[src/rtl/apb_multi_periph_bridge.sv]
`default_nettype none
// ============================================================================
// Module   : apb_multi_periph_bridge
// Purpose  : APB slave fronting NUM_CH peripheral cores with per-channel clock
//            gating, window decode, read wait states and sticky masked irq.
// Revision : 1.0
// ============================================================================

module ef_util_gating_cell (
    input  logic clk_i,
    input  logic rst_ni,
    input  logic en_i,
    output logic gclk_o
);
    // Enable is captured while the clock is low so the AND never truncates a pulse.
    logic en_q;

    always_ff @(negedge clk_i or negedge rst_ni) begin
        if (!rst_ni) en_q <= 1'b0;
        else         en_q <= en_i;
    end

    assign gclk_o = clk_i & en_q;
endmodule

module apb_multi_periph_bridge #(
    parameter int NUM_CH     = 2,
    parameter int RD_WAIT    = 1,
    parameter int CH_SEL_LSB = 12
) (
    input  logic                    PCLK,
    input  logic                    PRESETn,
    input  logic                    PSEL,
    input  logic                    PENABLE,
    input  logic                    PWRITE,
    input  logic [31:0]             PADDR,
    input  logic [31:0]             PWDATA,
    output logic [31:0]             PRDATA,
    output logic                    PREADY,
    output logic                    PSLVERR,
    output logic                    irq,
    output logic [NUM_CH-1:0]       ch_clk,
    output logic [NUM_CH-1:0]       ch_cs,
    output logic                    ch_rd,
    output logic                    ch_wr,
    output logic [CH_SEL_LSB-1:0]   ch_addr,
    output logic [31:0]             ch_wdata,
    input  logic [NUM_CH*32-1:0]    ch_rdata,
    input  logic [NUM_CH-1:0]       ch_irq
);

    typedef enum logic [1:0] {
        S_IDLE   = 2'd0,
        S_ACCESS = 2'd1,
        S_WAIT   = 2'd2
    } state_t;

    localparam logic [3:0] C_RD_WAIT = 4'(RD_WAIT);

    state_t              state_q, state_d;
    logic                wr_q, wr_d, ctrl_q, ctrl_d, chan_q, chan_d;
    logic [7:0]          off_q, off_d;
    logic [3:0]          cnt_q, cnt_d;
    logic [NUM_CH-1:0]   oh_q, oh_d, gclk_q, gclk_d, im_q, im_d, ris_q, ris_d;
    logic [NUM_CH-1:0]   irq_prev_q, w_icr;
    logic                w_ctrl;
    logic [31:0]         w_idx, w_ch_rdata;
    logic [NUM_CH-1:0]   w_oh, w_en_oh;
    logic                w_unused;

    assign w_unused = &{1'b0, PADDR[31:16]};
    assign ch_addr  = PADDR[CH_SEL_LSB-1:0];
    assign ch_wdata = PWDATA;
    assign irq      = |(ris_q & im_q);

    always_comb begin
        w_ctrl = (PADDR[15:8] == 8'hFF);
        w_idx  = 32'(PADDR[15:0]) >> CH_SEL_LSB;
        w_oh   = '0;
        for (int n = 0; n < NUM_CH; n++) begin
            w_oh[n] = ~w_ctrl && (w_idx == 32'(n));
        end
        w_en_oh    = w_oh & gclk_q;
        w_ch_rdata = '0;
        for (int n = 0; n < NUM_CH; n++) begin
            if (oh_q[n]) w_ch_rdata = w_ch_rdata | ch_rdata[32*n +: 32];
        end
    end

    always_comb begin
        state_d = state_q;
        wr_d    = wr_q;
        ctrl_d  = ctrl_q;
        chan_d  = chan_q;
        off_d   = off_q;
        oh_d    = oh_q;
        cnt_d   = cnt_q;
        gclk_d  = gclk_q;
        im_d    = im_q;
        w_icr   = '0;
        PRDATA  = '0;
        PREADY  = 1'b0;
        PSLVERR = 1'b0;
        ch_cs   = '0;
        ch_rd   = 1'b0;
        ch_wr   = 1'b0;
        case (state_q)
            S_IDLE: begin
                if (PSEL && !PENABLE) begin
                    wr_d    = PWRITE;
                    ctrl_d  = w_ctrl;
                    chan_d  = |w_en_oh;
                    off_d   = PADDR[7:0];
                    oh_d    = w_en_oh;
                    cnt_d   = '0;
                    state_d = S_ACCESS;
                    // Reads are launched in setup so the core's data is ready by the access phase.
                    if (!PWRITE && (|w_en_oh)) begin
                        ch_cs = w_en_oh;
                        ch_rd = 1'b1;
                    end
                end
            end
            S_ACCESS: begin
                if (!PSEL) begin
                    state_d = S_IDLE;
                end else if (PENABLE) begin
                    if (ctrl_q) begin
                        PREADY  = 1'b1;
                        state_d = S_IDLE;
                        if (wr_q) begin
                            case (off_q)
                                8'h10:   gclk_d = PWDATA[NUM_CH-1:0];
                                8'h14:   im_d   = PWDATA[NUM_CH-1:0];
                                8'h1C:   w_icr  = PWDATA[NUM_CH-1:0];
                                default: ;
                            endcase
                        end else begin
                            case (off_q)
                                8'h10:   PRDATA = 32'(gclk_q);
                                8'h14:   PRDATA = 32'(im_q);
                                8'h18:   PRDATA = 32'(ris_q);
                                default: PRDATA = '0;
                            endcase
                        end
                    end else if (chan_q) begin
                        if (wr_q) begin
                            ch_cs   = oh_q;
                            ch_wr   = 1'b1;
                            PREADY  = 1'b1;
                            state_d = S_IDLE;
                        end else if (RD_WAIT == 0) begin
                            PREADY  = 1'b1;
                            PRDATA  = w_ch_rdata;
                            state_d = S_IDLE;
                        end else begin
                            cnt_d   = cnt_q + 4'd1;
                            state_d = S_WAIT;
                        end
                    end else begin
                        PREADY  = 1'b1;
                        PSLVERR = 1'b1;
                        state_d = S_IDLE;
                    end
                end
            end
            S_WAIT: begin
                if (!PSEL) begin
                    state_d = S_IDLE;
                end else if (cnt_q == C_RD_WAIT) begin
                    PREADY  = 1'b1;
                    PRDATA  = w_ch_rdata;
                    state_d = S_IDLE;
                end else begin
                    cnt_d = cnt_q + 4'd1;
                end
            end
            default: state_d = S_IDLE;
        endcase
        // A new rising edge outranks a clear landing in the same cycle.
        ris_d = (ris_q & ~w_icr) | (ch_irq & ~irq_prev_q);
    end

    always_ff @(posedge PCLK or negedge PRESETn) begin
        if (!PRESETn) begin
            state_q    <= S_IDLE;
            wr_q       <= 1'b0;
            ctrl_q     <= 1'b0;
            chan_q     <= 1'b0;
            off_q      <= '0;
            oh_q       <= '0;
            cnt_q      <= '0;
            gclk_q     <= '0;
            im_q       <= '0;
            ris_q      <= '0;
            irq_prev_q <= '0;
        end else begin
            state_q    <= state_d;
            wr_q       <= wr_d;
            ctrl_q     <= ctrl_d;
            chan_q     <= chan_d;
            off_q      <= off_d;
            oh_q       <= oh_d;
            cnt_q      <= cnt_d;
            gclk_q     <= gclk_d;
            im_q       <= im_d;
            ris_q      <= ris_d;
            irq_prev_q <= ch_irq;
        end
    end

    for (genvar g = 0; g < NUM_CH; g++) begin : g_gate
        ef_util_gating_cell u_gate (
            .clk_i  (PCLK),
            .rst_ni (PRESETn),
            .en_i   (gclk_q[g]),
            .gclk_o (ch_clk[g])
        );
    end

endmodule
`default_nettype wire

[config.mk]
export PLATFORM = sky130hd
export DESIGN_NAME = apb_multi_periph_bridge
export DESIGN_NICKNAME = d
export VERILOG_FILES = /design/src/rtl/apb_multi_periph_bridge.sv
export SDC_FILE = /design/constraint.sdc
export NUM_CORES = 1
export LEC_CHECK = 0
export BUFFER_PORTS_ARGS = -buffer_cell sky130_fd_sc_hd__buf_2
export CORE_AREA = 2 2 85 87
export CTS_BUF_LIST = sky130_fd_sc_hd__clkbuf_4
export DETAILED_ROUTE_END_ITERATION = 10
export DIE_AREA = 0 0 87 89
export PLACE_DENSITY_LB_ADDON = 0.1
export SKIP_CTS_REPAIR_TIMING = 1
export SYNTH_ARGS = -nofsm -noshare
export SYNTH_HDL_FRONTEND = slang
export SYNTH_HIERARCHICAL = 1
export SYNTH_SLANG_ARGS = --single-unit
export TNS_END_PERCENT = 1
[constraint.sdc]
create_clock -name PCLK -period 3.35 [get_ports PCLK]
set_input_delay 0.1675 -clock PCLK [delete_from_list [all_inputs] [get_ports PCLK]]
set_output_delay 0.1675 -clock PCLK [all_outputs]
set_load 0.005 [all_outputs]
; ---- Word-level counts from Yosys, hierarchy flattened
; Cells that the tools add are included.
[word_totals]
register_bits = 29
latch_bits = 0
ramBits = 0
mem_bits_ro = 0
in_bits = 135
elab_cells = 123
mem_count = 0
[classes]
addsub = 1
multipliers = 0
div_mod_pow = 0
order_cmp = 0
n_eq_ne = 19
shift = 0
mux = 63
n_bitwise = 11
n_reduce_logical = 16
[op_table]
columns = op, count
row1 = $mux W32, 4
row2 = $pmux W32 S2, 1
row3 = $mux W2, 25
row4 = $eq A8 B5 Y1 const B, 4
row5 = $logic_not A32 Y1, 1
row6 = $mux W4, 8
row7 = $or A32 B32 Y32, 1
row8 = $mux W1, 20
row9 = $ne A2 B2 Y1 const B, 8
row10 = $pmux W2 S3, 2
row11 = $pmux W4 S3, 1
row12 = $reduce_and A6 Y1, 2
row13 = $reduce_and A9 Y1, 1
row14 = $and A2 B2 Y2, 4
row15 = $eq A4 B1 Y1 const B, 2
row16 = $eq A8 B8 Y1 const B, 1
row17 = $ne A3 B3 Y1 const B, 2
row18 = $add A4 B1 Y4 const B, 1
row19 = $logic_and A1 B1 Y1, 4
row20 = $not A2 Y2, 2
row21 = $pmux W2 S2, 1
row22 = $reduce_or A2 Y1, 2
row23 = $reduce_and A3 Y1, 1
row24 = $reduce_bool A3 Y1, 1
row25 = 9 further kinds, 11

; ---- Longest topological paths before layout
; Gate-level depths: netlist of run 1.
[logic_depth]
word_depth = 10
mapped_depth = 7
depth_no_buf = 6

; ---- Hierarchy
; The synthesis of run 1 kept the hierarchy.
[by_module_without_submodules]
columns = mod, instances, cells_per_inst, area_per_inst_um2
row1 = apb_multi_periph_bridge, 1, 275, 2205.9
row2 = ef_util_gating_cell, 2, 2, 31.3

==> impl_metrics.ini, run 1 <==
[floorplanning]
dieHeight_um = 89
die_w_um = 87
coreArea_sq_um = 6720
design.die.area_sq_um = 7740
rows = 30
start_util = 0.338
io_pins = 220

[yosys]
synth_compound_area_frac = 0.190
synth_cell_types = 39
yosysWarningCount = 6
synth_top_family_by_area = simple AND/OR/NAND/NOR gates
avgSynthCellArea_sq_um = 8.13
synth_area_leader_cell = dfrtp_1
synth-simple-area-share = 0.227
synth_area_leaders = dfrtp_1 30%, buf_4 15%, a22oi_1 10%
synth_xor_area_frac = 0
postSynthNetCount = 420
yosysMostFrequentCell = buf_4
synth-seq-area-share = 0.320
synth_top_area_frac = 0.298
syn-instance-count = 279
netlist_area_sq_um = 2270
async_flop_share = 1.00
synth_mux_area_frac = 0.0425
synth-edff-count = 0
synthTopCellsByCount = 44 x buf_4, 41 x nand2_1, 37 x nor2_1, 31 x a22oi_1, 27 x dfrtp_1
ys_ff_latch = 29
yosys.area_share.adder = 0.0331
yosys_most_used_dff = dfrtp_1

[clock_network]
insertion_delay_ns = 0.44
clk_pin_slew_worst_paths_ns = 0.09
cts_tree = yes

[power_and_ir_drop]
pwr_density_cell_nw_per_um2 = 417
p_leak_nw = 1.52
ir_drop_v = 0.000214

[place]
gp_congestion = 0.761
place_ws_ns = 0.952
io_buffers = 143
dp_hpwl_mm = 5.56
dp.cells = 445

[global_routing]
grt_pass1_vias = 2067
grt_pass1_wl_mm = 10.0
grt_max_degree = 35
overflow = 0
track_usage = 0.169
antenna_found_initial = 0

[critical_path]
critPathBufInv = 1
r2r-end = g_gate[1].u_gate/en_q$_DFF_NN0_
crit_path_top_delay_cell = dfrtn_1
arrival_ns = 2.71
crit_fanout = 1
start_kind = register
cpPeakStageDelay_ns = 0.38
crit_path_end_kind = output pin
cp_top_family = flip-flops
rrSetupSlack_ns = 1.09
cp.depth = 2
r2r_cells = 0
path_cells = and2_1, buf_2
cp-endpoint = ch_clk[0]
worstReg2RegStart = gclk_q[1]$_DFFE_PN0P_
path_class = reg2out
critPathRequiredTime_ns = 3.18
crit_path_start = g_gate[0].u_gate/en_q$_DFF_NN0_

[cells_and_area]
syn_to_final_growth_pct = 29.5
final_cells = 471
drive_above_1_share = 0.422
final_nets = 531
num_antenna_cells = 0

[timing]
fin_ws_ns = 0.468
hold_viol = 0
setup_viol = 0
finClkSkew_ns = 0.0172
finalMaxSlewViolations = 0
rsz0062_at_grt = no
tightest_slew_ns = 1.10
finalSetupTns_ns = 0
relSlewSlack = 0.264

[route]
met1Wirelength_mm = 2.98
drtAntennaViolNets = 0
totalWireLength_mm = 7.21
wire_per_inst_um = 15.3
top_layer = met4
num_vias = 2325
viasPerCell = 4.94
route.met3.wl_um = 598
drc = 0
drtIter0Drc = 85
met2_length_mm = 3.57
firstDrtPassIters = 4

[min_path]
min_path_type = in2reg

[status]
status = finished, final reports clean

[run]
maxCapViolations = 0
## worst min-delay path by stage
stage / from / to / slack (ns) / depth (start not counted)
6_report: PSEL / state_q[1]$_DFFE_PN0P_ / 0.06 / 3
5_1_grt: PSEL / state_q[1]$_DFFE_PN0P_ / 0.07 / 3
4_1_cts: PRESETn / im_q[1]$_DFFE_PN0P_ / -0.42 / 1
3_5_place_dp: PRESETn / im_q[1]$_DFFE_PN0P_ / 0.06 / 1
3_3_place_gp: PRESETn / gclk_q[0]$_DFFE_PN0P_ / 0.06 / 1
2_1_floorplan: PRESETn / chan_q$_DFFE_PN0P_ / -0.13 / 0
## through the flow
stage               hold WS, ns  power (W)  cell area [sq um]   util
detailed placement       0.0627   0.000933               2710  0.404
CTS                      -0.423    0.00123               2800  0.416
global placement         0.0623   0.000927               2710  0.404
floorplan                -0.128   0.000816               2270      -
finish                   0.0550    0.00122               2940  0.437
global route             0.0718    0.00133               2940  0.437
## flip-flops by register name, indices dropped and copies added (netlist names)
signal              cells
ris_q                   2
irq_prev_q              2
gclk_q                  2
oh_q                    2
wr_q                    1
im_q                    2
state_q                 2
g_gate.u_gate/en_q      2
chan_q                  1
off_q                   8
cnt_q                   4
ctrl_q                  1
## where the power goes
| group | internal (W) | total [W] | leakage (nW) | switching, W |
|---|---|---|---|---|
| Sequential | 0.000430 | 0.000510 | 0.371 | 0.0000799 |
| Clock | 0.000149 | 0.000286 | 0.0694 | 0.000137 |
| Combinational | 0.000194 | 0.000427 | 1.08 | 0.000233 |
## routing by layer
| layer | track usage | vias to the layer above |
|---|---|---|
| met4 | 0.0753 | 0 |
| met3 | 0.0545 | 4 |
| met2 | 0.287 | 127 |
| li1 | - | 1153 |
| met5 | 0 | - |
| met1 | 0.197 | 1041 |
## cells in the final DEF, fill, tap and decap left out, types with 2 or more instances in the layout
| cell type | count |
|---|---|
| a31oi_1 | 2 |
| dlygate4sd3_1 | 14 |
| mux2_1 | 4 |
| a22o_1 | 5 |
| nor2_1 | 37 |
| inv_1 | 10 |
| nand3_1 | 4 |
| buf_2 | 143 |
| nand3b_1 | 2 |
| nor4_1 | 2 |
| ha_1 | 6 |
| dfrtn_1 | 2 |
| or3_1 | 2 |
| nand4_1 | 4 |
| clkbuf_4 | 11 |
| o22ai_2 | 2 |
| and2_1 | 3 |
| nor3_1 | 2 |
| nand4b_1 | 2 |
| buf_4 | 2 |
| a21oi_1 | 5 |
| o21ai_0 | 4 |
| nor3_2 | 2 |
| o41ai_1 | 2 |
| mux2i_1 | 4 |
| nand2_1 | 41 |
| o31ai_1 | 4 |
| a22oi_1 | 31 |
| dfrtp_1 | 27 |
## kinds of logic (layout without fill, tap and decap cells)
logic type | Yosys count | in the layout
muxes | 9 | 9
AOI/OAI and AO/OA | 57 | 57
buffers and inverters | 69 | 181
DFF | 29 | 29
adders and majority gates | 6 | 6
and+or+nand+nor | 109 | 109
## final cells by class
| class | count | area [sq um] |
|---|---|---|
| Sequential cell | 29 | 726 |
| Clock inverter | 1 | 3.75 |
| Clock buffer | 13 | 92.6 |
| Fill cell | 709 | 3780 |
| Tap cell | 80 | 100 |
| Multi-Input combinational cell | 181 | 1120 |
| Inverter | 10 | 37.5 |
| Timing Repair Buffer | 157 | 861 |
Power figures use the tool's default switching activity.
==> inputs of run 2 (changes only) <==
--- a/config.mk
+++ b/config.mk
@@ -5,11 +5,11 @@
 export SDC_FILE = /design/constraint.sdc
 export NUM_CORES = 1
 export LEC_CHECK = 0
-export BUFFER_PORTS_ARGS = -buffer_cell sky130_fd_sc_hd__buf_2
-export CORE_AREA = 2 2 85 87
+export CORE_AREA = 2 2 86 88
 export CTS_BUF_LIST = sky130_fd_sc_hd__clkbuf_4
 export DETAILED_ROUTE_END_ITERATION = 10
-export DIE_AREA = 0 0 87 89
+export DIE_AREA = 0 0 88 90
+export DONT_BUFFER_PORTS = 1
 export PLACE_DENSITY_LB_ADDON = 0.1
 export SKIP_CTS_REPAIR_TIMING = 1
 export SYNTH_ARGS = -nofsm -noshare
==> impl_metrics.ini, run 2 (synthesis gave the netlist of run 1 again) <==
[floorplanning]
rows = 31
coreArea_sq_um = 7020
io_pins = 220
design.die.area_sq_um = 7920
dieHeight_um = 90
start_util = 0.323
die_w_um = 88

[clock_network]
insertion_delay_ns = 0.43
cts_tree = yes
clk_pin_slew_worst_paths_ns = 0.09

[route]
totalWireLength_mm = 6.33
drc = 0
num_vias = 1905
viasPerCell = 5.41
firstDrtPassIters = 4
drtAntennaViolNets = 0
drtIter0Drc = 79
wire_per_inst_um = 18.0
top_layer = met4
met2_length_mm = 3.09
route.met3.wl_um = 549
met1Wirelength_mm = 2.63

[power_and_ir_drop]
p_leak_nw = 0.917
pwr_density_cell_nw_per_um2 = 530
ir_drop_v = 0.000257
total_power_w = 0.00124

[critical_path]
crit_path_top_delay_cell = dfrtn_1
arrival_ns = 2.64
critPathRequiredTime_ns = 3.18
crit_fanout = 1
path_class = reg2out
cpPeakStageDelay_ns = 0.38
cp_top_family = flip-flops
crit_path_end_kind = output pin
path_cells = and2_1
start_kind = register
critPathBufInv = 0

[timing]
finalSetupTns_ns = 0
setup_viol = 0
relSlewSlack = 0.311
rsz0062_at_grt = no
tightest_slew_ns = 1.03
finClkSkew_ns = 0.00476
finalMaxSlewViolations = 0
hold_viol = 0

[global_routing]
overflow = 0
antenna_found_initial = 0
grt_pass1_vias = 1706
grt_pass1_wl_mm = 8.89
grt_max_degree = 35
track_usage = 0.149

[min_path]
min_path_type = in2reg

[cells_and_area]
drive_above_1_share = 0.0870
top_regs = off_q x8, cnt_q x4
largest_reg_flops = 8
regMostFlops = off_q
final_nets = 393
num_antenna_cells = 0
syn_to_final_growth_pct = 2.76
final_common_cell = nand2_1
utilization = 0.332
final_cell_mix = 41 x nand2_1, 37 x nor2_1, 31 x a22oi_1

[place]
dp_hpwl_mm = 4.78
gp_congestion = 0.790
io_buffers = 0

[run]
maxCapViolations = 0

[status]
status = finished, final reports clean
run 2: cell count changes in the layout (fill, tap and decap cells not counted):
cell           before  now
clkbuf_4           11   10
buf_12              0    1
bufinv_16           0    1
buf_2             143    0
dlygate4sd3_1      14   19
buf_4               2    1
run 2: area by class of cell:
type | count | area (sq um)
Clock buffer | 10 | 75.1
Clock inverter | 2 | 33.8
Fill cell | 748 | 4690
Inverter | 10 | 37.5
Multi-Input combinational cell | 181 | 1120
Sequential cell | 29 | 726
Tap cell | 99 | 124
Timing Repair Buffer | 21 | 218
run 2: per-stage QoR:
step	area [sq um]	std cells	worst slack [ns]	hold WS, ns
finish	2330	352	0.543	0.0325
global route	2330	352	0.475	0.00334
CTS	2120	332	0.512	-0.608
detailed placement	2010	320	1.02	-0.127
global placement	2010	320	1.03	-0.127
floorplan	2270	279	1.03	-0.128
run 2: per-layer routing:
metal / track usage / vias to the layer above
li1: - / 874
met1: 0.175 / 891
met2: 0.243 / 132
met3: 0.0643 / 8
met4: 0.0436 / 0
met5: 0 / -
run 2: report_power, final:
group	total [W]	internal (W)	switching, W	leakage [nW]
registers	0.000511	0.000430	0.0000804	0.371
clock network	0.000364	0.000216	0.000148	0.0677
logic	0.000362	0.000155	0.000207	0.478
run 2: worst paths after layout:
| kind | startpoint | to | slack, ns | depth (start not counted) |
|---|---|---|---|---|
| worst max-delay path | g_gate[1].u_gate/en_q$_DFF_NN0_ | ch_clk[1] | 0.54 | 1 |
| worst min-delay path | PADDR[14] | oh_q[0]$_DFFE_PN0P_ | 0.03 | 3 |
| worst max register to register | gclk_q[1]$_DFFE_PN0P_ | g_gate[1].u_gate/en_q$_DFF_NN0_ | 1.08 | 0 |
| worst min register to register | off_q[1]$_DFFE_PN0P_ | off_q[1]$_DFFE_PN0P_ | 0.49 | 2 |
| max in group asynchronous | PRESETn | g_gate[1].u_gate/en_q$_DFF_NN0_ | 2.27 | 0 |
| min in group asynchronous | PRESETn | off_q[0]$_DFFE_PN0P_ | 0.16 | 2 |
==> inputs of run 3 (changes only) <==
==> constraint.sdc (replaced) <==
create_clock -name PCLK -period 2.9 [get_ports PCLK]
set_input_delay 0.145 -clock PCLK [delete_from_list [all_inputs] [get_ports PCLK]]
set_output_delay 0.145 -clock PCLK [all_outputs]
set_load 0.005 [all_outputs]
==> impl_metrics.ini, run 3 (synthesis gave the netlist of run 1 again) <==
[place]
io_buffers = 0
place_area_sq_um = 2020
dp_hpwl_mm = 4.82
gp_congestion = 0.786

[floorplanning]
die_w_um = 88
dieHeight_um = 90
design.die.area_sq_um = 7920
rows = 31
start_util = 0.323
io_pins = 220
coreArea_sq_um = 7020

[power_and_ir_drop]
p_leak_nw = 0.918
total_power_w = 0.00135
ir_drop_v = 0.000312
pwr_density_cell_nw_per_um2 = 585

[global_routing]
overflow = 0
antenna_found_initial = 0
grt_pass1_wl_mm = 9.12
track_usage = 0.150
grt_pass1_vias = 1745
grt_max_degree = 35

[clock_network]
insertion_delay_ns = 0.44
clk_pin_slew_worst_paths_ns = 0.09
cts_tree = yes

[timing]
rsz0062_at_grt = no
relSlewSlack = 0.307
finalMaxSlewViolations = 0
finalSetupTns_ns = 0
hold_slack_ns = -0.0164
tightest_slew_ns = 1.04
setup_viol = 0
hold_viol = 1
finClkSkew_ns = 0.00630

[critical_path]
r2r_cells = 0
critPathBufInv = 0
critPathRequiredTime_ns = 2.76
cpPeakStageDelay_ns = 0.38
arrival_ns = 2.42
cp_top_family = flip-flops
worstReg2RegStart = gclk_q[1]$_DFFE_PN0P_
crit_path_top_delay_cell = dfrtn_1
crit_path_end_kind = output pin
r2r-end = g_gate[1].u_gate/en_q$_DFF_NN0_
path_cells = and2_1
crit_fanout = 1
start_kind = register
path_class = reg2out
rrSetupSlack_ns = 0.85

[status]
status = complete, but fails checks
violations = hold timing

[cells_and_area]
drive_above_1_share = 0.0949
num-fill-cells = 750
num_antenna_cells = 0
final_cell_mix = 41 x nand2_1, 37 x nor2_1, 31 x a22oi_1
final_common_cell = nand2_1
largest_reg_flops = 8
top_regs = off_q x8, cnt_q x4
final_area_sq_um = 2300
syn_to_final_growth_pct = 1.60
regMostFlops = off_q
final_nets = 393

[route]
wire_per_inst_um = 18.3
drtIter0Drc = 73
drtAntennaViolNets = 0
num_vias = 1899
totalWireLength_mm = 6.43
drc = 0
viasPerCell = 5.39
firstDrtPassIters = 4

[min_path]
min_path_type = in2reg
hold_end = ctrl_q$_DFFE_PN0P_
hold_start = PADDR[8]
whs_path_depth = 3

[run]
maxCapViolations = 0
## run 3: cell types whose count changed in the layout (fill, tap and decap cells not counted), sizes merged
cell         change
dlygate4sd3      -1
buf              +1
clkinv           +1
bufinv           -1
## run 3: worst max-delay path by stage
stage,start,end,depth (start not counted)
5_1_grt,state_q[0]$_DFFE_PN0P_,PRDATA[1],7
4_1_cts,g_gate[1].u_gate/en_q$_DFF_NN0_,ch_clk[1],1
2_1_floorplan,g_gate[0].u_gate/en_q$_DFF_NN0_,ch_clk[0],1
3_3_place_gp,g_gate[1].u_gate/en_q$_DFF_NN0_,ch_clk[1],1
6_report,g_gate[1].u_gate/en_q$_DFF_NN0_,ch_clk[1],1
3_5_place_dp,g_gate[0].u_gate/en_q$_DFF_NN0_,ch_clk[0],1
## run 3: layout make-up
cell class              count  area, sq um  share of cell area
clock buffers              10         75.1              0.0326
clock inverters             2         10.0             0.00434
inverters                  10         37.5              0.0163
multi-input cells         181         1120               0.485
flip-flops and latches     29          726               0.315
well taps                  99          124              0.0537
repair buffers             21          215              0.0934
## run 3: power breakdown
group | switching [W] | internal, W
Sequential | 0.0000971 | 0.000497
Combinational | 0.000243 | 0.000179
Clock | 0.000170 | 0.000162
## run 3: layer usage
metal	up-vias	wire (um)	global-route usage
li1	877	-	-
met1	897	2670	0.182
met2	120	3190	0.245
met3	5	522	0.0588
met4	0	52	0.0410
met5	-	0	0
## run 3: through the flow
step	std cells	worst slack, ns	utilization
3_3_place_gp	321	0.827	0.288
3_5_place_dp	321	0.829	0.288
5_1_grt	352	0.247	0.328
4_1_cts	333	0.313	0.300
6_report	352	0.338	0.328
2_1_floorplan	279	0.830	-
